### src/rtl/mem_port_arbiter_if.sv
// Signal bundle between the shared-memory-port arbiter, its two requesters
// (instruction fetch, MEM stage) and the single memory port.
// Ports: if_* fetch side, dm_* MEM-stage side, mem_* memory side.
// slave modport = arbiter view; master modport = requesters + memory view.
interface mem_port_arbiter_if #(
  parameter int ADDR_WIDTH = 32
);
  // Instruction-fetch requester
  logic                  if_read;
  logic [ADDR_WIDTH-1:0] if_addr;
  logic [31:0]           if_readdata;
  logic                  if_busywait;

  // MEM-stage requester
  logic [3:0]            dm_read;       // [3] enable, [2:0] funct3
  logic [2:0]            dm_write;      // [2] enable, [1:0] size
  logic [ADDR_WIDTH-1:0] dm_addr;
  logic [31:0]           dm_writedata;
  logic [31:0]           dm_readdata;
  logic                  dm_busywait;
  logic                  dm_misaligned;

  // Shared memory port
  logic                  mem_read;
  logic                  mem_write;
  logic [ADDR_WIDTH-1:0] mem_addr;
  logic [31:0]           mem_writedata;
  logic [3:0]            mem_byte_en;
  logic [31:0]           mem_readdata;
  logic                  mem_busywait;

  modport slave (
    input  if_read, if_addr,
    output if_readdata, if_busywait,
    input  dm_read, dm_write, dm_addr, dm_writedata,
    output dm_readdata, dm_busywait, dm_misaligned,
    output mem_read, mem_write, mem_addr, mem_writedata, mem_byte_en,
    input  mem_readdata, mem_busywait
  );

  modport master (
    output if_read, if_addr,
    input  if_readdata, if_busywait,
    output dm_read, dm_write, dm_addr, dm_writedata,
    input  dm_readdata, dm_busywait, dm_misaligned,
    input  mem_read, mem_write, mem_addr, mem_writedata, mem_byte_en,
    output mem_readdata, mem_busywait
  );
endinterface

### src/rtl/mem_port_arbiter.sv
// Purpose: shares one memory port between fetch and MEM stage, DM fixed priority;
//   formats stores (replication + byte enables) and extends loads.
// Latency: grant edge -> strobe next cycle; DONE one cycle after the first edge
//   with MEM_BUSYWAIT low; misaligned DM goes straight to DONE without a strobe.
// Backpressure: per-requester busywait (combinational) holds the pipeline until
//   that requester's DONE cycle; MEM_BUSYWAIT stretches the access cycle.
// Ports: clk_i, rst_ni (synchronous, active low), bus (slave modport).
module mem_port_arbiter #(
  parameter int ADDR_WIDTH = 32
) (
  input  logic               clk_i,
  input  logic               rst_ni,
  mem_port_arbiter_if.slave  bus
);

  typedef enum logic [2:0] {
    S_IDLE,
    S_IF_ACC,
    S_DM_ACC,
    S_IF_DONE,
    S_DM_DONE
  } state_e;

  state_e                state_q;
  logic                  mem_read_q;
  logic                  mem_write_q;
  logic [ADDR_WIDTH-1:0] mem_addr_q;
  logic [31:0]           mem_wdata_q;
  logic [3:0]            mem_be_q;
  logic [31:0]           if_rdata_q;
  logic [31:0]           dm_rdata_q;
  logic                  dm_mis_q;
  // Op context latched at the DM grant edge, used when the read data returns
  logic                  dm_is_wr_q;
  logic [2:0]            ld_funct3_q;
  logic [1:0]            ld_off_q;

  // ---------------------------------------------------------------------------
  // DM request decode (evaluated in IDLE, consumed at the grant edge)
  // ---------------------------------------------------------------------------
  logic        dm_req;
  logic        dm_wr_sel;
  logic [1:0]  dm_size;
  logic [1:0]  dm_off;
  logic        dm_mis_d;
  logic [31:0] st_data_d;
  logic [3:0]  st_be_d;

  assign dm_req    = bus.dm_read[3] | bus.dm_write[2];
  // A simultaneous read+write request performs only the write
  assign dm_wr_sel = bus.dm_write[2];
  assign dm_size   = dm_wr_sel ? bus.dm_write[1:0] : bus.dm_read[1:0];
  assign dm_off    = bus.dm_addr[1:0];

  always_comb begin
    dm_mis_d = 1'b0;
    case (dm_size)
      2'b00:   dm_mis_d = 1'b0;
      2'b01:   dm_mis_d = dm_off[0];
      default: dm_mis_d = |dm_off;
    endcase
  end

  always_comb begin
    st_data_d = bus.dm_writedata;
    st_be_d   = 4'b1111;
    case (bus.dm_write[1:0])
      2'b00: begin
        st_data_d = {4{bus.dm_writedata[7:0]}};
        st_be_d   = 4'b0001 << dm_off;
      end
      2'b01: begin
        st_data_d = {2{bus.dm_writedata[15:0]}};
        st_be_d   = dm_off[1] ? 4'b1100 : 4'b0011;
      end
      default: begin
        st_data_d = bus.dm_writedata;
        st_be_d   = 4'b1111;
      end
    endcase
  end

  // ---------------------------------------------------------------------------
  // Load extraction from the returned word, using the latched op context
  // ---------------------------------------------------------------------------
  logic [7:0]  ld_byte;
  logic [15:0] ld_half;
  logic [31:0] ld_data_d;

  always_comb begin
    ld_byte = bus.mem_readdata[7:0];
    case (ld_off_q)
      2'd0: ld_byte = bus.mem_readdata[7:0];
      2'd1: ld_byte = bus.mem_readdata[15:8];
      2'd2: ld_byte = bus.mem_readdata[23:16];
      2'd3: ld_byte = bus.mem_readdata[31:24];
      default: ld_byte = bus.mem_readdata[7:0];
    endcase
  end

  assign ld_half = ld_off_q[1] ? bus.mem_readdata[31:16] : bus.mem_readdata[15:0];

  always_comb begin
    ld_data_d = bus.mem_readdata;
    case (ld_funct3_q)
      3'b000:  ld_data_d = {{24{ld_byte[7]}}, ld_byte};
      3'b001:  ld_data_d = {{16{ld_half[15]}}, ld_half};
      3'b100:  ld_data_d = {24'd0, ld_byte};
      3'b101:  ld_data_d = {16'd0, ld_half};
      default: ld_data_d = bus.mem_readdata;
    endcase
  end

  // ---------------------------------------------------------------------------
  // Transaction FSM with registered memory-side and result outputs
  // ---------------------------------------------------------------------------
  always_ff @(posedge clk_i) begin
    if (!rst_ni) begin
      state_q     <= S_IDLE;
      mem_read_q  <= 1'b0;
      mem_write_q <= 1'b0;
      mem_addr_q  <= '0;
      mem_wdata_q <= '0;
      mem_be_q    <= '0;
      if_rdata_q  <= '0;
      dm_rdata_q  <= '0;
      dm_mis_q    <= 1'b0;
      dm_is_wr_q  <= 1'b0;
      ld_funct3_q <= '0;
      ld_off_q    <= '0;
    end else begin
      case (state_q)
        S_IDLE: begin
          if (dm_req) begin
            dm_is_wr_q  <= dm_wr_sel;
            ld_funct3_q <= bus.dm_read[2:0];
            ld_off_q    <= dm_off;
            if (dm_mis_d) begin
              // Rejected without touching memory; result is zero with the flag
              dm_mis_q   <= 1'b1;
              dm_rdata_q <= '0;
              state_q    <= S_DM_DONE;
            end else begin
              mem_addr_q <= {bus.dm_addr[ADDR_WIDTH-1:2], 2'b00};
              if (dm_wr_sel) begin
                mem_write_q <= 1'b1;
                mem_wdata_q <= st_data_d;
                mem_be_q    <= st_be_d;
              end else begin
                mem_read_q <= 1'b1;
                mem_be_q   <= 4'b0000;
              end
              state_q <= S_DM_ACC;
            end
          end else if (bus.if_read) begin
            mem_addr_q <= {bus.if_addr[ADDR_WIDTH-1:2], 2'b00};
            mem_read_q <= 1'b1;
            mem_be_q   <= 4'b0000;
            state_q    <= S_IF_ACC;
          end
        end

        S_IF_ACC: begin
          if (!bus.mem_busywait) begin
            mem_read_q <= 1'b0;
            if_rdata_q <= bus.mem_readdata;
            state_q    <= S_IF_DONE;
          end
        end

        S_DM_ACC: begin
          if (!bus.mem_busywait) begin
            mem_read_q  <= 1'b0;
            mem_write_q <= 1'b0;
            // Stores leave the last load result untouched
            if (!dm_is_wr_q) begin
              dm_rdata_q <= ld_data_d;
            end
            state_q <= S_DM_DONE;
          end
        end

        S_IF_DONE: begin
          state_q <= S_IDLE;
        end

        S_DM_DONE: begin
          dm_mis_q <= 1'b0;
          state_q  <= S_IDLE;
        end

        default: begin
          state_q <= S_IDLE;
        end
      endcase
    end
  end

  // DONE drops a requester's stall for exactly one cycle; the DONE->IDLE edge
  // ignores requests, so the completed one is never re-served.
  assign bus.if_busywait = rst_ni & bus.if_read & (state_q != S_IF_DONE);
  assign bus.dm_busywait = rst_ni & dm_req & (state_q != S_DM_DONE);

  assign bus.if_readdata   = if_rdata_q;
  assign bus.dm_readdata   = dm_rdata_q;
  assign bus.dm_misaligned = dm_mis_q;
  assign bus.mem_read      = mem_read_q;
  assign bus.mem_write     = mem_write_q;
  assign bus.mem_addr      = mem_addr_q;
  assign bus.mem_writedata = mem_wdata_q;
  assign bus.mem_byte_en   = mem_be_q;

endmodule

### src/flat_wrapper.sv
// flat-port wrapper written by rule: the top's interface ports become plain ports
module mem_port_arbiter_flat 
#(
  parameter int ADDR_WIDTH = 32
)
  (clk_i, rst_ni, bus_if_read, bus_if_addr, bus_if_readdata, bus_if_busywait, bus_dm_read, bus_dm_write, bus_dm_addr, bus_dm_writedata, bus_dm_readdata, bus_dm_busywait, bus_dm_misaligned, bus_mem_read, bus_mem_write, bus_mem_addr, bus_mem_writedata, bus_mem_byte_en, bus_mem_readdata, bus_mem_busywait);
  mem_port_arbiter_if #(.ADDR_WIDTH(ADDR_WIDTH)) bus_i ();
  input  logic clk_i;
  input  logic rst_ni;
  input wire logic [$bits(bus_i.if_read)-1:0] bus_if_read;
  input wire logic [$bits(bus_i.if_addr)-1:0] bus_if_addr;
  output wire logic [$bits(bus_i.if_readdata)-1:0] bus_if_readdata;
  output wire logic [$bits(bus_i.if_busywait)-1:0] bus_if_busywait;
  input wire logic [$bits(bus_i.dm_read)-1:0] bus_dm_read;
  input wire logic [$bits(bus_i.dm_write)-1:0] bus_dm_write;
  input wire logic [$bits(bus_i.dm_addr)-1:0] bus_dm_addr;
  input wire logic [$bits(bus_i.dm_writedata)-1:0] bus_dm_writedata;
  output wire logic [$bits(bus_i.dm_readdata)-1:0] bus_dm_readdata;
  output wire logic [$bits(bus_i.dm_busywait)-1:0] bus_dm_busywait;
  output wire logic [$bits(bus_i.dm_misaligned)-1:0] bus_dm_misaligned;
  output wire logic [$bits(bus_i.mem_read)-1:0] bus_mem_read;
  output wire logic [$bits(bus_i.mem_write)-1:0] bus_mem_write;
  output wire logic [$bits(bus_i.mem_addr)-1:0] bus_mem_addr;
  output wire logic [$bits(bus_i.mem_writedata)-1:0] bus_mem_writedata;
  output wire logic [$bits(bus_i.mem_byte_en)-1:0] bus_mem_byte_en;
  input wire logic [$bits(bus_i.mem_readdata)-1:0] bus_mem_readdata;
  input wire logic [$bits(bus_i.mem_busywait)-1:0] bus_mem_busywait;
  assign bus_i.if_read = bus_if_read;
  assign bus_i.if_addr = bus_if_addr;
  assign bus_if_readdata = bus_i.if_readdata;
  assign bus_if_busywait = bus_i.if_busywait;
  assign bus_i.dm_read = bus_dm_read;
  assign bus_i.dm_write = bus_dm_write;
  assign bus_i.dm_addr = bus_dm_addr;
  assign bus_i.dm_writedata = bus_dm_writedata;
  assign bus_dm_readdata = bus_i.dm_readdata;
  assign bus_dm_busywait = bus_i.dm_busywait;
  assign bus_dm_misaligned = bus_i.dm_misaligned;
  assign bus_mem_read = bus_i.mem_read;
  assign bus_mem_write = bus_i.mem_write;
  assign bus_mem_addr = bus_i.mem_addr;
  assign bus_mem_writedata = bus_i.mem_writedata;
  assign bus_mem_byte_en = bus_i.mem_byte_en;
  assign bus_i.mem_readdata = bus_mem_readdata;
  assign bus_i.mem_busywait = bus_mem_busywait;
  mem_port_arbiter #(.ADDR_WIDTH(ADDR_WIDTH)) u_core (.clk_i(clk_i), .rst_ni(rst_ni), .bus(bus_i));
endmodule
### config.mk
export PLATFORM = sky130hd
export DESIGN_NAME = mem_port_arbiter_flat
export DESIGN_NICKNAME = d
export VERILOG_FILES = /design/src/rtl/mem_port_arbiter_if.sv /design/src/rtl/mem_port_arbiter.sv /design/src/flat_wrapper.sv
export SDC_FILE = /design/constraint.sdc
export NUM_CORES = 1
export LEC_CHECK = 0
export CORE_AREA = 2 2 125 127
export CTS_CLUSTER_SIZE = 10
export DETAILED_ROUTE_END_ITERATION = 10
export DIE_AREA = 0 0 127 129
export PLACE_DENSITY = 0.82
export SYNTH_ARGS = -nofsm -noshare
export SYNTH_HDL_FRONTEND = slang
export SYNTH_SLANG_ARGS = --single-unit
### constraint.sdc
create_clock -name clk_i -period 5.1 [get_ports clk_i]
set_clock_uncertainty 0.2 [all_clocks]
set_input_delay 1.02 -clock clk_i [delete_from_list [all_inputs] [get_ports clk_i]]
set_output_delay 1.02 -clock clk_i [all_outputs]
set_load 0.01 [all_outputs]
==> impl_metrics.py <==
metrics = {
    "critical_path": {
        "path_class": "in2out",
        "worstPathCellList": "clkdlybuf4s50_1 > nor2_1 > nor2_1 > clkdlybuf4s50_1",
        "start_kind": "input port",
        "slowest_stage": "clkdlybuf4s50_1",
        "worst_setup_path_end_kind": "output port",
        "worstPathMaxFanout": 13,
        "reg2reg_to": "u_core.bus.dm_readdata[16]",
        "r2r_start": "u_core.ld_off_q[1]",
        "cp.required_ps": 3880,
        "max_stage_delay_ps": 830,
        "rr_worst_depth": 4,
        "reg2reg_slack_ps": 2220,
        "arrival_ps": 2740,
    },
    "clock_tree": {
        "cts_setup_buffers": 0,
        "cts_root_buf": "clkbuf_16",
        "cts_sinks": 142,
        "cts_hold_buf": 0,
        "cts_buffer_depth": 2,
        "cts_tree": "yes",
        "clk_pin_slew_ps": 60,
        "cts-resized-gates": 0,
        "clock_latency_ps": 410,
        "cts-buffers-inserted": 17,
        "cts_max_level": 4,
    },
    "sta": {
        "slew-limit-headroom": 0.141,
        "setup_viol": 0,
        "min_period_ps": 3960,
        "finalSetupTns_ps": 0,
        "drv_slew": 0,
        "hold_viol": 0,
        "worst_pin_slew_ps": 1290,
        "period_share": 0.776,
        "fmax_mhz": 253,
        "grt_setup_unrepaired": "no",
    },
    "logic_synthesis": {
        "ys_top_cells_by_count": "dfxtp_1 (142), nand2_1 (141), a21oi_1 (60)",
        "ys_dominant_reg_cell": "dfxtp_1",
        "synth_top_family_by_area": "compound AO/OA/AOI/OAI gates",
        "syn_inst": 748,
        "synth_xor_area_frac": 0,
        "synth_cell_type_count": 50,
        "yosysWarnings": 0,
        "syn_area_um2": 6390,
        "yosysMostFrequentCell": "dfxtp_1",
        "synth_top_area_frac": 0.445,
        "yosysSeqAreaShare": 0.445,
        "muxShareOfSynthArea": 0.0759,
        "synth_fa_ha_area_frac": 0,
        "yosys.area.top_type": "dfxtp_1",
        "synth_edf_count": 0,
        "avgSynthCellArea_um2": 8.55,
        "synth_compound_area_frac": 0.234,
        "synth_seq_cells": 142,
        "yosys.area_share.simple": 0.175,
        "synthTopCellsByArea": "dfxtp_1 (44%), nand2_1 (8.3%), mux2i_1 (6.9%)",
        "async_reset_ff_frac": 0,
    },
    "detailed_routing": {
        "first_pass_iters": 7,
        "route.vias.total": 6435,
        "drt_iter0_drc": 450,
        "drt_wl_total_um": 21100,
        "drtAntennaViolNets": 0,
        "vias_per_cell": 5.41,
        "drc": 0,
        "wl_per_cell_um": 17.7,
    },
    "min_path": {
        "min_to": "u_core.bus.dm_misaligned",
        "hold_start": "u_core.bus.dm_misaligned",
        "min_path_type": "reg2reg",
        "min_path_cells": 2,
    },
    "power_and_ir_drop": {
        "internal-power_uw": 2360,
        "combPwrFrac": 0.243,
        "power.density_nw_per_um2": 343,
        "cellLeakagePower_uw": 0.00347,
        "netSwitchingPower_uw": 976,
        "clockPowerShare": 0.372,
        "p_seq_frac": 0.385,
        "switching_share": 0.292,
        "ir_drop_v": 0.000201,
    },
    "layout": {
        "drive_gt1_frac": 0.0589,
        "syn2layout_area_growth_pct": 52.4,
        "layout.cells.non_filler": 1190,
        "num-nets-final": 1127,
    },
    "die": {
        "dieArea_um2": 16400,
        "start_util": 0.427,
        "rows": 45,
        "io_pins": 276,
        "dieHeight_um": 129,
        "die-width_um": 127,
        "core_um2": 15000,
    },
    "place": {
        "portBuffers": 271,
        "placed_cells": 1157,
        "dp_hpwl_um": 15000,
        "place_congestion": 0.859,
    },
    "run_status": {
        "status": "finished clean",
    },
    "global_route": {
        "grt_start_max_net_pins": 50,
        "grt_pass1_vias": 6131,
        "grt.total_usage": 0.254,
        "antenna_found_initial": 2,
        "grt_pass1_wl_um": 32600,
        "grt_overflow": 0,
    },
    "job": {
        "max_cap_violations": 0,
    },
}
==> final cells by class <==
| class | count | area [µm²] |
|---|---|---|
| diodes | 1 | 2.50 |
| clock buffers | 20 | 457 |
| clock inverters | 12 | 133 |
| fillers | 1241 | 5240 |
| inverters | 37 | 139 |
| multi-input cells | 507 | 3130 |
| flip-flops and latches | 142 | 2840 |
| well taps | 188 | 235 |
| repair buffers | 283 | 2800 |
==> cell usage in the layout (no fill, tap or decap), types with 9 or more instances in the layout <==
| master | count |
|---|---|
| inv_1 | 35 |
| nand2_1 | 141 |
| clkbuf_16 | 17 |
| o211ai_1 | 9 |
| nor2_1 | 28 |
| buf_4 | 12 |
| o2bb2ai_1 | 9 |
| nor3_1 | 32 |
| o21ai_0 | 39 |
| a21oi_1 | 60 |
| clkdlybuf4s50_1 | 270 |
| a211oi_1 | 40 |
| a32o_1 | 18 |
| nand2b_1 | 18 |
| mux2i_1 | 44 |
| dfxtp_1 | 142 |
==> state kept, by name, summed over array words and instances, names as in the netlist <==
signal	count
u_core.dm_is_wr_q	1
u_core.state_q	3
u_core.bus.dm_misaligned	1
u_core.bus.mem_write	1
u_core.bus.mem_writedata	32
u_core.bus.mem_byte_en	4
u_core.ld_funct3_q	3
u_core.bus.mem_read	1
u_core.bus.mem_addr	30
u_core.bus.if_readdata	32
u_core.ld_off_q	2
u_core.bus.dm_readdata	32
==> kinds of logic after synthesis <==
group / Yosys count
AOI/OAI and AO/OA: 215
muxes: 47
DFF: 142
buffers and inverters: 100
other: 1
and+or+nand+nor: 243
==> stage by stage <==
stage	hold slack, ps	instance area [µm²]	worst slack, ps	total power, µW	utilization
3_3_place_gp	236	9150	1170	2100	0.611
2_1_floorplan	267	6400	1810	1720	-
5_1_grt	270	9740	1010	3490	0.650
3_5_place_dp	238	9150	1090	2120	0.611
4_1_cts	247	9740	1120	3360	0.650
6_report	246	9740	1140	3340	0.650
==> worst max-delay path, delay by kind of cell <==
kind,cells,cell delay [ps]
buffers and inverters,2,1370
AND/OR/NAND/NOR,2,340
==> routing by layer <==
metal  part of all wire  GRT usage  wire, µm
met1               0.41      0.301      8620
met2               0.48      0.425     10100
met3              0.081     0.0836      1710
met4              0.029      0.103       604
met5            0.00047          0        10
==> how the worst max path moves through the flow <==
stage | depth (start not counted) | to | from | slack [ps]
floorplan | 5 | bus_if_busywait | rst_ni | 1810
global placement | 4 | bus_dm_busywait | bus_dm_write[2] | 1170
detailed placement | 6 | u_core.bus.mem_addr[21] | bus_dm_write[2] | 1090
CTS | 4 | bus_dm_busywait | bus_dm_write[2] | 1120
global route | 4 | bus_dm_busywait | bus_dm_write[2] | 1010
finish | 4 | bus_dm_busywait | bus_dm_write[2] | 1140
==> power by group through the flow <==
stage	registers [µW]	logic, µW	clock network [µW]
after floorplan	1320	392	0
after global placement	1300	800	0
after detailed placement	1310	810	0
after CTS	1280	815	1260
after global routing	1300	875	1310
final	1290	811	1240
Note: power is estimated with default switching activity, not from simulation.
